--- src/rtl/instr_prefetch_buffer.sv ---
// Sequential instruction prefetcher: streams 16-bit words over adapter bursts into a
// small FIFO for decode, and redirects the fetch stream on branch.
module instr_prefetch_buffer #(
  parameter int          DEPTH     = 4,
  parameter logic [23:0] RESET_VEC = 24'h000000
) (
  input  logic        i_clk,
  input  logic        i_rst,
  input  logic        i_branch,
  input  logic [23:0] i_branch_addr,
  output logic [15:0] o_instr,
  output logic [23:0] o_instr_addr,
  output logic        o_valid,
  input  logic        i_ready,
  output logic [23:0] o_mem_addr,
  output logic        o_mem_req,
  output logic        o_mem_we,
  output logic [1:0]  o_mem_sel,
  output logic        o_mem_next,
  input  logic        i_mem_ack,
  input  logic [15:0] i_mem_data
);

  localparam int AW = $clog2(DEPTH);
  localparam int CW = AW + 1;

  typedef enum logic {IDLE, BUS} state_t;

  state_t        state_q, state_d;
  logic [23:0]   fetch_addr_q, fetch_addr_d;
  logic [23:0]   saved_addr_q, saved_addr_d;
  logic          flush_pend_q, flush_pend_d;
  logic [CW-1:0] count_q, count_d;
  logic [AW-1:0] wr_ptr_q, wr_ptr_d;
  logic [AW-1:0] rd_ptr_q, rd_ptr_d;
  logic [15:0]   data_mem_q [DEPTH];
  logic [23:0]   addr_mem_q [DEPTH];

  logic          bus_ack;
  logic          push;
  logic          pop;
  logic [CW:0]   count_inc;

  // Burst gating uses the pre-pop count so a full FIFO can never be pushed.
  assign count_inc  = {1'b0, count_q} + (CW+1)'(1);
  assign bus_ack    = (state_q == BUS) & i_mem_ack;
  assign o_mem_next = (state_q == BUS) & ~i_branch & ~flush_pend_q & (count_inc < (CW+1)'(DEPTH));
  assign o_mem_addr = (i_mem_ack & o_mem_next) ? fetch_addr_q + 24'd1 : fetch_addr_q;
  assign o_mem_req  = (state_q == BUS);
  assign o_mem_we   = 1'b0;
  assign o_mem_sel  = 2'b11;
  assign o_valid    = (count_q != '0);
  assign o_instr      = data_mem_q[rd_ptr_q];
  assign o_instr_addr = addr_mem_q[rd_ptr_q];

  // A branch flushes in the same cycle, so it cancels both the push and the pop.
  assign push = bus_ack & ~flush_pend_q & ~i_branch;
  assign pop  = o_valid & i_ready & ~i_branch;

  always_comb begin
    state_d      = state_q;
    fetch_addr_d = fetch_addr_q;
    saved_addr_d = saved_addr_q;
    flush_pend_d = flush_pend_q;
    count_d      = count_q;
    wr_ptr_d     = wr_ptr_q;
    rd_ptr_d     = rd_ptr_q;

    case (state_q)
      IDLE: begin
        if (i_branch) begin
          fetch_addr_d = i_branch_addr;
        end else if (count_q < CW'(DEPTH)) begin
          state_d = BUS;
        end
      end
      BUS: begin
        if (i_mem_ack) begin
          fetch_addr_d = fetch_addr_q + 24'd1;
          if (i_branch) begin
            fetch_addr_d = i_branch_addr;
            flush_pend_d = 1'b0;
            state_d      = IDLE;
          end else if (flush_pend_q) begin
            fetch_addr_d = saved_addr_q;
            flush_pend_d = 1'b0;
            state_d      = IDLE;
          end else if (!o_mem_next) begin
            state_d = IDLE;
          end
        end else if (i_branch) begin
          flush_pend_d = 1'b1;
          saved_addr_d = i_branch_addr;
        end
      end
      default: state_d = IDLE;
    endcase

    if (i_branch) begin
      count_d  = '0;
      rd_ptr_d = wr_ptr_q;
    end else begin
      if (push) wr_ptr_d = wr_ptr_q + AW'(1);
      if (pop)  rd_ptr_d = rd_ptr_q + AW'(1);
      if (push && !pop)      count_d = count_q + CW'(1);
      else if (pop && !push) count_d = count_q - CW'(1);
    end
  end

  always_ff @(posedge i_clk) begin
    if (i_rst) begin
      state_q      <= IDLE;
      fetch_addr_q <= RESET_VEC;
      flush_pend_q <= 1'b0;
      count_q      <= '0;
      wr_ptr_q     <= '0;
      rd_ptr_q     <= '0;
    end else begin
      state_q      <= state_d;
      fetch_addr_q <= fetch_addr_d;
      flush_pend_q <= flush_pend_d;
      count_q      <= count_d;
      wr_ptr_q     <= wr_ptr_d;
      rd_ptr_q     <= rd_ptr_d;
    end
  end

  // Storage carries no reset; o_valid qualifies everything read from it.
  always_ff @(posedge i_clk) begin
    saved_addr_q <= saved_addr_d;
    if (push) begin
      data_mem_q[wr_ptr_q] <= i_mem_data;
      addr_mem_q[wr_ptr_q] <= fetch_addr_q;
    end
  end

endmodule

--- config.mk ---
export PLATFORM = sky130hd
export DESIGN_NAME = instr_prefetch_buffer
export DESIGN_NICKNAME = d
export VERILOG_FILES = /design/src/rtl/instr_prefetch_buffer.sv
export SDC_FILE = /design/constraint.sdc
export NUM_CORES = 1
export LEC_CHECK = 0
export BUFFER_PORTS_ARGS = -buffer_cell sky130_fd_sc_hd__buf_2
export CAP_MARGIN = 20
export CELL_PAD_IN_SITES_DETAIL_PLACEMENT = 0
export CELL_PAD_IN_SITES_GLOBAL_PLACEMENT = 1
export CORE_AREA = 3 3 138 140
export DETAILED_ROUTE_END_ITERATION = 8
export DIE_AREA = 0 0 141 143
export PLACE_DENSITY = 0.81
export SETUP_SLACK_MARGIN = 0.15
export SLEW_MARGIN = 25
export SYNTH_ARGS = -nofsm -noshare
export SYNTH_HDL_FRONTEND = slang
export SYNTH_SLANG_ARGS = --single-unit
export TNS_END_PERCENT = 20
--- constraint.sdc ---
create_clock -name i_clk -period 4.8 [get_ports i_clk]
set_clock_uncertainty 0.2 [all_clocks]
set_input_delay 1.44 -clock i_clk [delete_from_list [all_inputs] [get_ports i_clk]]
set_output_delay 1.44 -clock i_clk [all_outputs]
set_load 0.02 [all_outputs]
==> flow_summary.json, run 1 <==
{
  "yosys.area.top_type": "edfxtp_1",
  "setup_viol": 0,
  "synth-simple-area-share_pct": 9.05,
  "p_clk_share_pct": 39.9,
  "io_pins": 115,
  "internal_power_w": 0.00328,
  "finalCriticalPeriod_ns": 4.57,
  "syn_avg_cell_area_um2": 15.3,
  "tightest_slew_ns": 0.773,
  "dieArea_um2": 20200,
  "finalPower_w": 0.00424,
  "synthAdderAreaFrac_pct": 1.02,
  "initial_core_util_pct": 51.8,
  "clock_path_buffers": 3,
  "final.period_utilization_pct": 95.2,
  "fp.dieH_um": 143,
  "grt_pass1_wl_mm": 33.9,
  "endpoint": "o_mem_addr[8]",
  "cp_slowest_stage_delay_ns": 0.27,
  "final_common_cell": "edfxtp_1",
  "routed_wl_mm": 21.6,
  "gp_congestion": 0.841,
  "r2r_end": "addr_mem_q[3][21]",
  "hp-class": "flip-flop to flip-flop",
  "ant_nets": 0,
  "fillers": 1372,
  "path_clk_slew_ns": 0.06,
  "synthCells": 609,
  "yosysSeqAreaShare_pct": 66.9,
  "hold_viol_final": 0,
  "synth_area_leaders": "edfxtp_1 59%, mux4_2 9.7%, dfxtp_1 7.5%",
  "first_global_vias": 5930,
  "cap_violations": 0,
  "num_rows": 49,
  "portBuffers": 111,
  "cts_sinks": 219,
  "clk-insertion-delay-late_ns": 0.50,
  "ff2ff_setup_slack_ns": 1.94,
  "ys_ff_latch": 219,
  "drc_errors": 0,
  "p_per_area_nw_per_um2": 388,
  "grt-ovfl-total": 0,
  "critPathKind": "input port to output pin",
  "cp_common_cell": "buf_4",
  "drt_iter0_markers": 762,
  "synthMuxAreaShare_pct": 10.3,
  "fin_cells": 977,
  "ir_drop_v": 0.000301,
  "worst_path_dominant_cell_family": "simple AND/OR/NAND/NOR gates",
  "path_cells": "buf_2 -> nor4bb_2 -> buf_4 -> and2_2 -> buf_4 -> nand2_1 -> nor2_2 -> xnor2_1 -> buf_4",
  "dp.cells": 935,
  "grtUsageTotal_pct": 21.7,
  "slowest_stage": "nor4bb_2",
  "grt_max_degree": 41,
  "cp.required_ns": 3.16,
  "ys.flop_type": "edfxtp_1",
  "synth_edf_count": 184,
  "grt_setup_unrepaired": "true",
  "die_w_um": 141,
  "syn_area_um2": 9300,
  "area_delta_synth_final_pct": 17.5,
  "crit_cells": 9,
  "cts_buffers": 23,
  "arrival_ns": 2.93,
  "setup_tns_ns": 0,
  "crit_path_start_kind": "input port",
  "synthArstFlopShare_pct": 0,
  "synth_top_family_by_area": "multiplexers",
  "synth.distinct_cells": 60,
  "seqPwrFrac_pct": 51.3,
  "hpwl_mm": 14.1,
  "synth_compound_area_share_pct": 6.67,
  "ys_warn_count": 0,
  "ff2ff_path_depth": 5,
  "ctsRootBufferMaster": "clkbuf_16",
  "hold_path_depth": 0,
  "synth_xor_area_share_pct": 3.58,
  "diodes": 0,
  "final_nets": 784,
  "cp_max_fo": 6,
  "cp-end-kind": "output pin",
  "leakagePower_nw": 3.77,
  "synth_top_area_share_pct": 59.4,
  "p_switching_w": 0.000962,
  "cts_htree_levels": 1,
  "clock.fmax_ghz": 0.219,
  "startpoint": "i_branch",
  "vias": 5790,
  "drt_pass1_iterations": 7,
  "power_frac_comb_pct": 8.8,
  "drive_above_1_share_pct": 32.9,
  "maxSlewHeadroom_pct": 47.5,
  "antenna_found_initial": 1,
  "cts_tree": "built",
  "core_um2": 18000,
  "swShare_pct": 22.7,
  "r2r_start": "o_mem_req",
  "mostFrequentLayoutCells": "184 x edfxtp_1, 110 x buf_2, 40 x mux4_2",
  "crit_buf_inv": 4,
  "routedWlPerCell_um": 22.2,
  "status": "completed",
  "viasPerCell": 5.93,
  "drv_slew": 0
}
-- area by class of cell --
class	count	area, um^2	share of cell area [%]
clock buffers	34	637	5.83
inverters	6	22.5	0.206
repair buffers	140	788	7.21
flip-flops and latches	219	6230	57.0
well taps	229	287	2.62
multi-input cells	342	2880	26.4
clock inverters	7	81.3	0.744
-- flip-flops by register name (all words and copies together) (netlist names), named ones only --
signal	flops
addr_mem_q	96
data_mem_q	64
fetch_addr_q	24
saved_addr_q	24
count_q	3
rd_ptr_q	2
wr_ptr_q	2
flush_pend_q	1
o_mem_req	1
-- layer usage --
| metal | share of wire, % | track usage (%) |
|---|---|---|
| met2 | 49 | 36.7 |
| met3 | 8.0 | 3.92 |
| met4 | 2.1 | 5.41 |
| met5 | 0.060 | 0 |
| met1 | 41 | 29.5 |
-- per-stage QoR --
step | hold slack (ns) | area [um^2] | setup slack (ns) | utilization, %
2_1_floorplan | 0.255 | 9300 | 0.374 | -
3_3_place_gp | 0.341 | 10200 | 0.0595 | 56.7
3_5_place_dp | 0.351 | 10200 | 0.0329 | 56.7
4_1_cts | 0.369 | 10900 | 0.153 | 60.8
5_1_grt | 0.383 | 10900 | 0.135 | 60.8
6_report | 0.373 | 10900 | 0.230 | 60.8
-- power groups by stage --
stage / Sequential (W) / Combinational, W / Clock (W)
2_1_floorplan: 0.00218 / 0.000266 / 0
3_3_place_gp: 0.00221 / 0.000365 / 0
3_5_place_dp: 0.00222 / 0.000372 / 0
4_1_cts: 0.00218 / 0.000374 / 0.00172
5_1_grt: 0.00218 / 0.000403 / 0.00180
6_report: 0.00218 / 0.000374 / 0.00169
-- Yosys cell counts (2+ instances only) --
cell and instances:
edfxtp_1 184, mux4_2 40, dfxtp_1 35, nor2_1 35
nand2_1 34, a21oi_1 24, clkbuf_1 21, xnor2_1 21
xor2_1 17, buf_2 16, o21ai_0 16, nand3_1 14
nor3_1 12, o22ai_1 10, and3_1 9, nand4_1 9
a221oi_1 8, or2_2 7, a211oi_1 6, and2_1 6
ha_1 6, nor4_1 6, buf_4 5, inv_1 5
a22oi_1 4, o221ai_1 4, a21o_1 3, and4_1 3
mux2i_1 3, nand2b_1 3, nor3_2 3, or3_1 3
a31o_2 2, a31oi_1 2, conb_1 2, mux2_2 2
nor2b_1 2, o21a_1 2, o21bai_1 2, o31ai_1 2
or3_4 2
-- cell families after synthesis --
| logic type | Yosys count |
|---|---|
| AOI/OAI and AO/OA | 93 |
| xor gates and xnor gates | 38 |
| adders and majority gates | 7 |
| buffers and inverters | 49 |
| DFF | 219 |
| muxes | 45 |
| other | 2 |
| and+or+nand+nor | 156 |
-- how the worst min path moves through the flow --
stage	startpoint	end
floorplan	fetch_addr_q[10]	addr_mem_q[0][10]
global placement	saved_addr_q[15]	fetch_addr_q[15]
detailed placement	saved_addr_q[15]	fetch_addr_q[15]
CTS	saved_addr_q[15]	fetch_addr_q[15]
global route	fetch_addr_q[21]	addr_mem_q[1][21]
finish	fetch_addr_q[21]	addr_mem_q[1][21]
-- what timing repair did --
action / 4_1_cts / 5_1_grt
endpoints found under the setup margin: 8 / 3
buffers inserted: 1 / 0
gates resized for setup: 2 / 3
gates cloned: 0 / 0
hold buffers: 0 / 0
Power figures use the tool's default switching activity.
==> inputs of run 2 (changes only) <==
- REMOVE_ABC_BUFFERS: default -> 1
==> run 2 against run 1 <==
- critical path depth is 1 lower
- count of clock-buffer cells in the layout is 6 lower
- utilization rose by 0.11 points
- highest routed layer is now met4
- final cell count fell by 0.41%
- via count rose by 0.92%
- routed wire length decreased by 1.2%
- combinational power barely moved
- critical path type unchanged
- final area up 0.18%
==> flow_summary.json, run 2 (synthesized netlist as in run 1, its figures left out) <==
{
  "status": "completed",
  "cts_htree_levels": 1,
  "drt_iter0_markers": 509,
  "grt_setup_unrepaired": "true",
  "top_regs": "addr_mem_q (96), data_mem_q (64)",
  "mostFrequentLayoutCells": "184 x edfxtp_1, 108 x buf_2, 40 x mux4_2",
  "final_nets": 780,
  "grt_max_degree": 41,
  "fin_cells": 973,
  "routed_wl_mm": 21.4,
  "dieArea_um2": 20200,
  "postCtsSetupBuffers": 0,
  "drt_pass1_iterations": 5,
  "hpwl_mm": 13.5,
  "drv_slew": 0,
  "area_delta_synth_final_pct": 17.7,
  "diodes": 0,
  "antenna_found_initial": 0,
  "largest_reg_flops": 96,
  "cp.required_ns": 3.16,
  "ant_nets": 0,
  "timing.hold.ws_ns": 0.376,
  "p_switching_w": 0.000959,
  "cp_slowest_stage_delay_ns": 0.27,
  "setup_viol": 0,
  "viasPerCell": 6.01,
  "placed_area_um2": 10200,
  "initial_core_util_pct": 51.8,
  "cp_max_fo": 4,
  "critPathKind": "input port to output pin",
  "drive_above_1_share_pct": 32.8,
  "clock_path_buffers": 3,
  "top_register": "addr_mem_q",
  "first_global_vias": 5933,
  "crit_path_start_kind": "input port",
  "cts_tree": "built",
  "clock.fmax_ghz": 0.219,
  "cts_buffers": 22,
  "worst_slack_ns": 0.243,
  "arrival_ns": 2.92,
  "portBuffers": 111,
  "die_w_um": 141,
  "path_clk_slew_ns": 0.06,
  "worst_path_dominant_cell_family": "buffers and inverters",
  "dp.cells": 933,
  "path_cells": "buf_2 -> nor4bb_2 -> buf_4 -> nand2_2 -> buf_4 -> nor3_2 -> xor2_1 -> buf_4",
  "cp_common_cell": "buf_4",
  "tightest_slew_ns": 0.842,
  "p_clk_share_pct": 40.8,
  "final_common_cell": "edfxtp_1",
  "io_pins": 115,
  "final.period_utilization_pct": 94.9,
  "fillers": 1352,
  "maxSlewHeadroom_pct": 43.9,
  "vias": 5843,
  "ctsRootBufferMaster": "clkbuf_16",
  "ir_drop_v": 0.000258,
  "crit_buf_inv": 4,
  "grt_pass1_wl_mm": 33.3,
  "internal_power_w": 0.00334,
  "design_area_um2": 10900,
  "leakagePower_nw": 3.79,
  "num_rows": 49,
  "place_ws_ns": 0.127,
  "hp-class": "flip-flop to flip-flop",
  "gp_congestion": 0.864,
  "p_per_area_nw_per_um2": 393,
  "grt-ovfl-total": 0,
  "swShare_pct": 22.3,
  "cp-end-kind": "output pin",
  "seqPwrFrac_pct": 50.5,
  "cts_sinks": 219,
  "routedWlPerCell_um": 22.0,
  "fp.dieH_um": 143,
  "finalCriticalPeriod_ns": 4.56,
  "hold_viol_final": 0,
  "cap_violations": 0,
  "power_frac_comb_pct": 8.6,
  "core_um2": 18000,
  "drc_errors": 0,
  "clk-insertion-delay-late_ns": 0.49,
  "grtUsageTotal_pct": 21.1,
  "slowest_stage": "nor4bb_2"
}
==> run 2: final cells by class <==
type                    count  area, um^2  area share, %
flip-flops and latches    219        6230           56.9
multi-input cells         342        2900           26.5
repair buffers            137         762           6.96
clock buffers              28         594           5.43
well taps                 229         287           2.62
clock inverters            12         151           1.38
inverters                   6        22.5          0.206
==> run 2: worst register-to-register path, delay by kind of cell (launching register included) <==
family | cells | cell delay [ns]
DFF | 1 | 0.54
AOI/OAI and AO/OA | 1 | 0.50
muxes | 1 | 0.15
and+or+nand+nor | 3 | 0.71
adders and majority gates | 1 | 0.29
==> run 2: final timing paths <==
| kind | start | to | slack, ns | cells past startpoint |
|---|---|---|---|---|
| worst max register to register | fetch_addr_q[0] | fetch_addr_q[10] | 2.25 | 6 |
| worst max-delay path | i_branch | o_mem_addr[23] | 0.24 | 8 |
| worst min-delay path | wr_ptr_q[1] | flip-flop | 0.38 | 2 |
| worst min register to register | wr_ptr_q[1] | flip-flop | 0.38 | 2 |
==> run 2: power by group through the flow <==
| stage | logic [W] | clock network, W | registers (W) |
|---|---|---|---|
| 6_report | 0.000371 | 0.00176 | 0.00217 |
| 3_3_place_gp | 0.000358 | 0 | 0.00221 |
| 2_1_floorplan | 0.000215 | 0 | 0.00221 |
| 3_5_place_dp | 0.000367 | 0 | 0.00221 |
| 4_1_cts | 0.000370 | 0.00179 | 0.00217 |
| 5_1_grt | 0.000399 | 0.00186 | 0.00218 |
==> run 2: routing by layer <==
| layer | GRT usage [%] | wire [um] | vias to the layer above |
|---|---|---|---|
| met4 | 6.94 | 568 | 0 |
| met1 | 29.8 | 8990 | 2925 |
| li1 | - | - | 2611 |
| met3 | 3.48 | 1510 | 40 |
| met2 | 34.0 | 10300 | 267 |
| met5 | 0 | 0 | - |
==> run 2: what timing repair did <==
item	4_1_cts	5_1_grt
endpoints found under the hold margin	0	0
hold buffers	0	0
setup endpoints to repair	1	10
gates resized for setup	2	9
==> run 2: through the flow <==
step / power, W / setup TNS, ns / util (%)
after floorplan: 0.00242 / -1.18 / -
after global placement: 0.00257 / 0 / 56.5
after detailed placement: 0.00258 / 0 / 56.5
after CTS: 0.00433 / 0 / 60.7
after global routing: 0.00444 / 0 / 60.9
final: 0.00430 / 0 / 60.9
==> inputs of run 3 (changes only) <==
- ABC_AREA: default -> 1
- CORE_AREA: 3 3 138 140 -> 3 3 143 145
- DIE_AREA: 0 0 141 143 -> 0 0 146 148
==> run 3 against run 2 <==
- count of clock-buffer cells in the layout is 3 higher
- sequential share of layout area is 0.72 points lower
- via count is 15% higher
- sequential cell count stayed put
- final cell count is 30% higher
- synthesized cell count is 44% higher
- worst hold slack worse by 0.052 ns
- critical endpoint is now o_mem_addr[15]
- fmax is 4.0% higher
- combinational power is 20% higher
- register-to-register slack better by 0.15 ns
- critical path depth is 1 higher
- die area is 7.2% higher
==> flow_summary.json, run 3 <==
{
  "synth_top_area_share_pct": 58.4,
  "synth_edf_count": 184,
  "synth.distinct_cells": 36,
  "num_rows": 51,
  "routedWlPerCell_um": 17.4,
  "mostFrequentLayoutCells": "184 x edfxtp_1, 160 x nor2_1, 128 x o21ai_0",
  "syn_area_um2": 9450,
  "cp.required_ns": 3.16,
  "cts_buffers": 23,
  "yosys.area.top_type": "edfxtp_1",
  "synthMuxAreaShare_pct": 0,
  "r2r_end": "addr_mem_q[0][23]",
  "synth_top_family_by_area": "compound AO/OA/AOI/OAI gates",
  "routed_wl_mm": 22.0,
  "initial_core_util_pct": 48.9,
  "drc_errors": 0,
  "maxSlewHeadroom_pct": 34.9,
  "ff2ff_setup_slack_ns": 2.40,
  "hold_end": "fetch_addr_q[0]",
  "tightest_slew_ns": 0.976,
  "cp-end-kind": "output pin",
  "status": "completed",
  "ctsRootBufferMaster": "clkbuf_16",
  "drt_iter0_markers": 445,
  "hpwl_mm": 13.8,
  "drive_above_1_share_pct": 19.3,
  "leakagePower_nw": 4.11,
  "postCtsSetupBuffers": 0,
  "synth-simple-area-share_pct": 13.4,
  "cts_tree": "built",
  "yosysSeqAreaShare_pct": 65.9,
  "design_area_um2": 11100,
  "portBuffers": 111,
  "path_clk_slew_ns": 0.06,
  "ys_warn_count": 0,
  "viasPerCell": 5.31,
  "cts.repair.resized": 0,
  "ys.flop_type": "edfxtp_1",
  "p_per_area_nw_per_um2": 394,
  "hp-class": "flip-flop to flip-flop",
  "fp.dieH_um": 148,
  "final.period_utilization_pct": 91.3,
  "final_util_pct": 57.3,
  "placed_area_um2": 10300,
  "synthAdderAreaFrac_pct": 1.01,
  "ctsHoldBuffers": 0,
  "antenna_found_initial": 0,
  "drt_pass1_iterations": 5,
  "grtUsageTotal_pct": 20.1,
  "crit_path_start_kind": "input port",
  "grt_max_degree": 81,
  "ys_ff_latch": 219,
  "finalCriticalPeriod_ns": 4.38,
  "synth_xor_area_share_pct": 1.11,
  "io_pins": 115,
  "top_register": "addr_mem_q",
  "cts_sinks": 219,
  "r2r_start": "flush_pend_q",
  "hold_path_depth": 2,
  "ant_nets": 0,
  "largest_reg_flops": 96,
  "arrival_ns": 2.74,
  "yosysMostFrequentCell": "edfxtp_1",
  "top_regs": "addr_mem_q (96), data_mem_q (64)",
  "dieArea_um2": 21600,
  "drv_slew": 0,
  "gp_congestion": 0.827,
  "grt-ovfl-total": 0,
  "grt_pass1_wl_mm": 34.8,
  "critPathKind": "input port to output pin",
  "vias": 6711,
  "clock_path_buffers": 3,
  "first_global_vias": 6488,
  "ir_drop_v": 0.000263,
  "area_delta_synth_final_pct": 17.2,
  "clk-insertion-delay-late_ns": 0.50,
  "diodes": 0,
  "synthArstFlopShare_pct": 0,
  "final_common_cell": "edfxtp_1",
  "cap_violations": 0,
  "clock.fmax_ghz": 0.228,
  "yosys-top-cells-count": "184 x edfxtp_1, 165 x nor2_1, 128 x o21ai_0",
  "grt_setup_unrepaired": "false",
  "hold_start": "saved_addr_q[0]",
  "synth_compound_area_share_pct": 13.9,
  "hold_viol_final": 0,
  "cp_max_fo": 40,
  "core_um2": 19300,
  "cts_htree_levels": 1,
  "setup_viol": 0,
  "syn_avg_cell_area_um2": 10.8,
  "synthCells": 879,
  "ff2ff_path_depth": 4,
  "synth_area_leaders": "edfxtp_1 58%, dfxtp_1 7.4%, o21ai_0 6.8%",
  "die_w_um": 146,
  "final_nets": 1035
}
## run 3: cells by family (layout without fill, tap and decap cells)
group	count (synthesis)	after routing
AOI/OAI and AO/OA	245	245
adders and majority gates	7	7
buffers and inverters	100	219
xor gates and xnor gates	12	12
and+or+nand+nor	294	294
DFF	219	219
other	2	3
## run 3: power breakdown
part,switching (W),internal (W),total [W]
Combinational,0.000303,0.000144,0.000447
Clock,0.000691,0.00105,0.00174
Sequential,0.0000687,0.00211,0.00218
Total,0.00106,0.00331,0.00437
## run 3: per-stage QoR
stage | hold slack (ns) | setup TNS, ns | power, W | std cells | worst slack [ns]
6_report | 0.324 | 0 | 0.00437 | 1264 | 0.417
5_1_grt | 0.356 | 0 | 0.00454 | 1264 | 0.257
3_5_place_dp | 0.316 | 0 | 0.00267 | 1223 | 0.394
3_3_place_gp | 0.304 | 0 | 0.00267 | 1223 | 0.473
4_1_cts | 0.335 | 0 | 0.00441 | 1264 | 0.388
2_1_floorplan | 0.289 | -18.63 | 0.00247 | 830 | -0.466
## run 3: worst max-delay path by stage
| stage | from | endpoint | slack [ns] | cells after the start |
|---|---|---|---|---|
| after detailed placement | i_branch | o_mem_addr[11] | 0.39 | 8 |
| after floorplan | flip-flop | o_instr[0] | -0.47 | 3 |
| after global routing | i_mem_ack | o_mem_addr[16] | 0.26 | 9 |
| after CTS | i_branch | o_mem_addr[11] | 0.39 | 8 |
| after global placement | i_branch | o_mem_addr[16] | 0.47 | 8 |
| final | i_mem_ack | o_mem_addr[15] | 0.42 | 9 |
## run 3: cell type report
type                       count  area [um^2]
clock inverter                10          106
inverter                      50          188
tap                          265          332
clock buffer                  31          646
timing repair buffer         128          758
sequential                   219         6230
multi-input combinational    561         2820
fill                        1700         8250
## run 3: critical path: stages
cell and delay [ns]:
buf_2 0.09, nand2_1 0.09, nor3_4 0.19, nand2_2 0.19, inv_2 0.11, buf_12 0.19, nor2_1 0.06, a31oi_1 0.16
buf_2 0.19
## run 3: layer usage
| metal | wire (um) | up-vias | track usage (%) |
|---|---|---|---|
| li1 | - | 3304 | - |
| met1 | 9820 | 3158 | 27.5 |
| met2 | 10400 | 219 | 34.0 |
| met3 | 1390 | 30 | 3.49 |
| met4 | 297 | 0 | 4.52 |
| met5 | 0 | - | 0 |
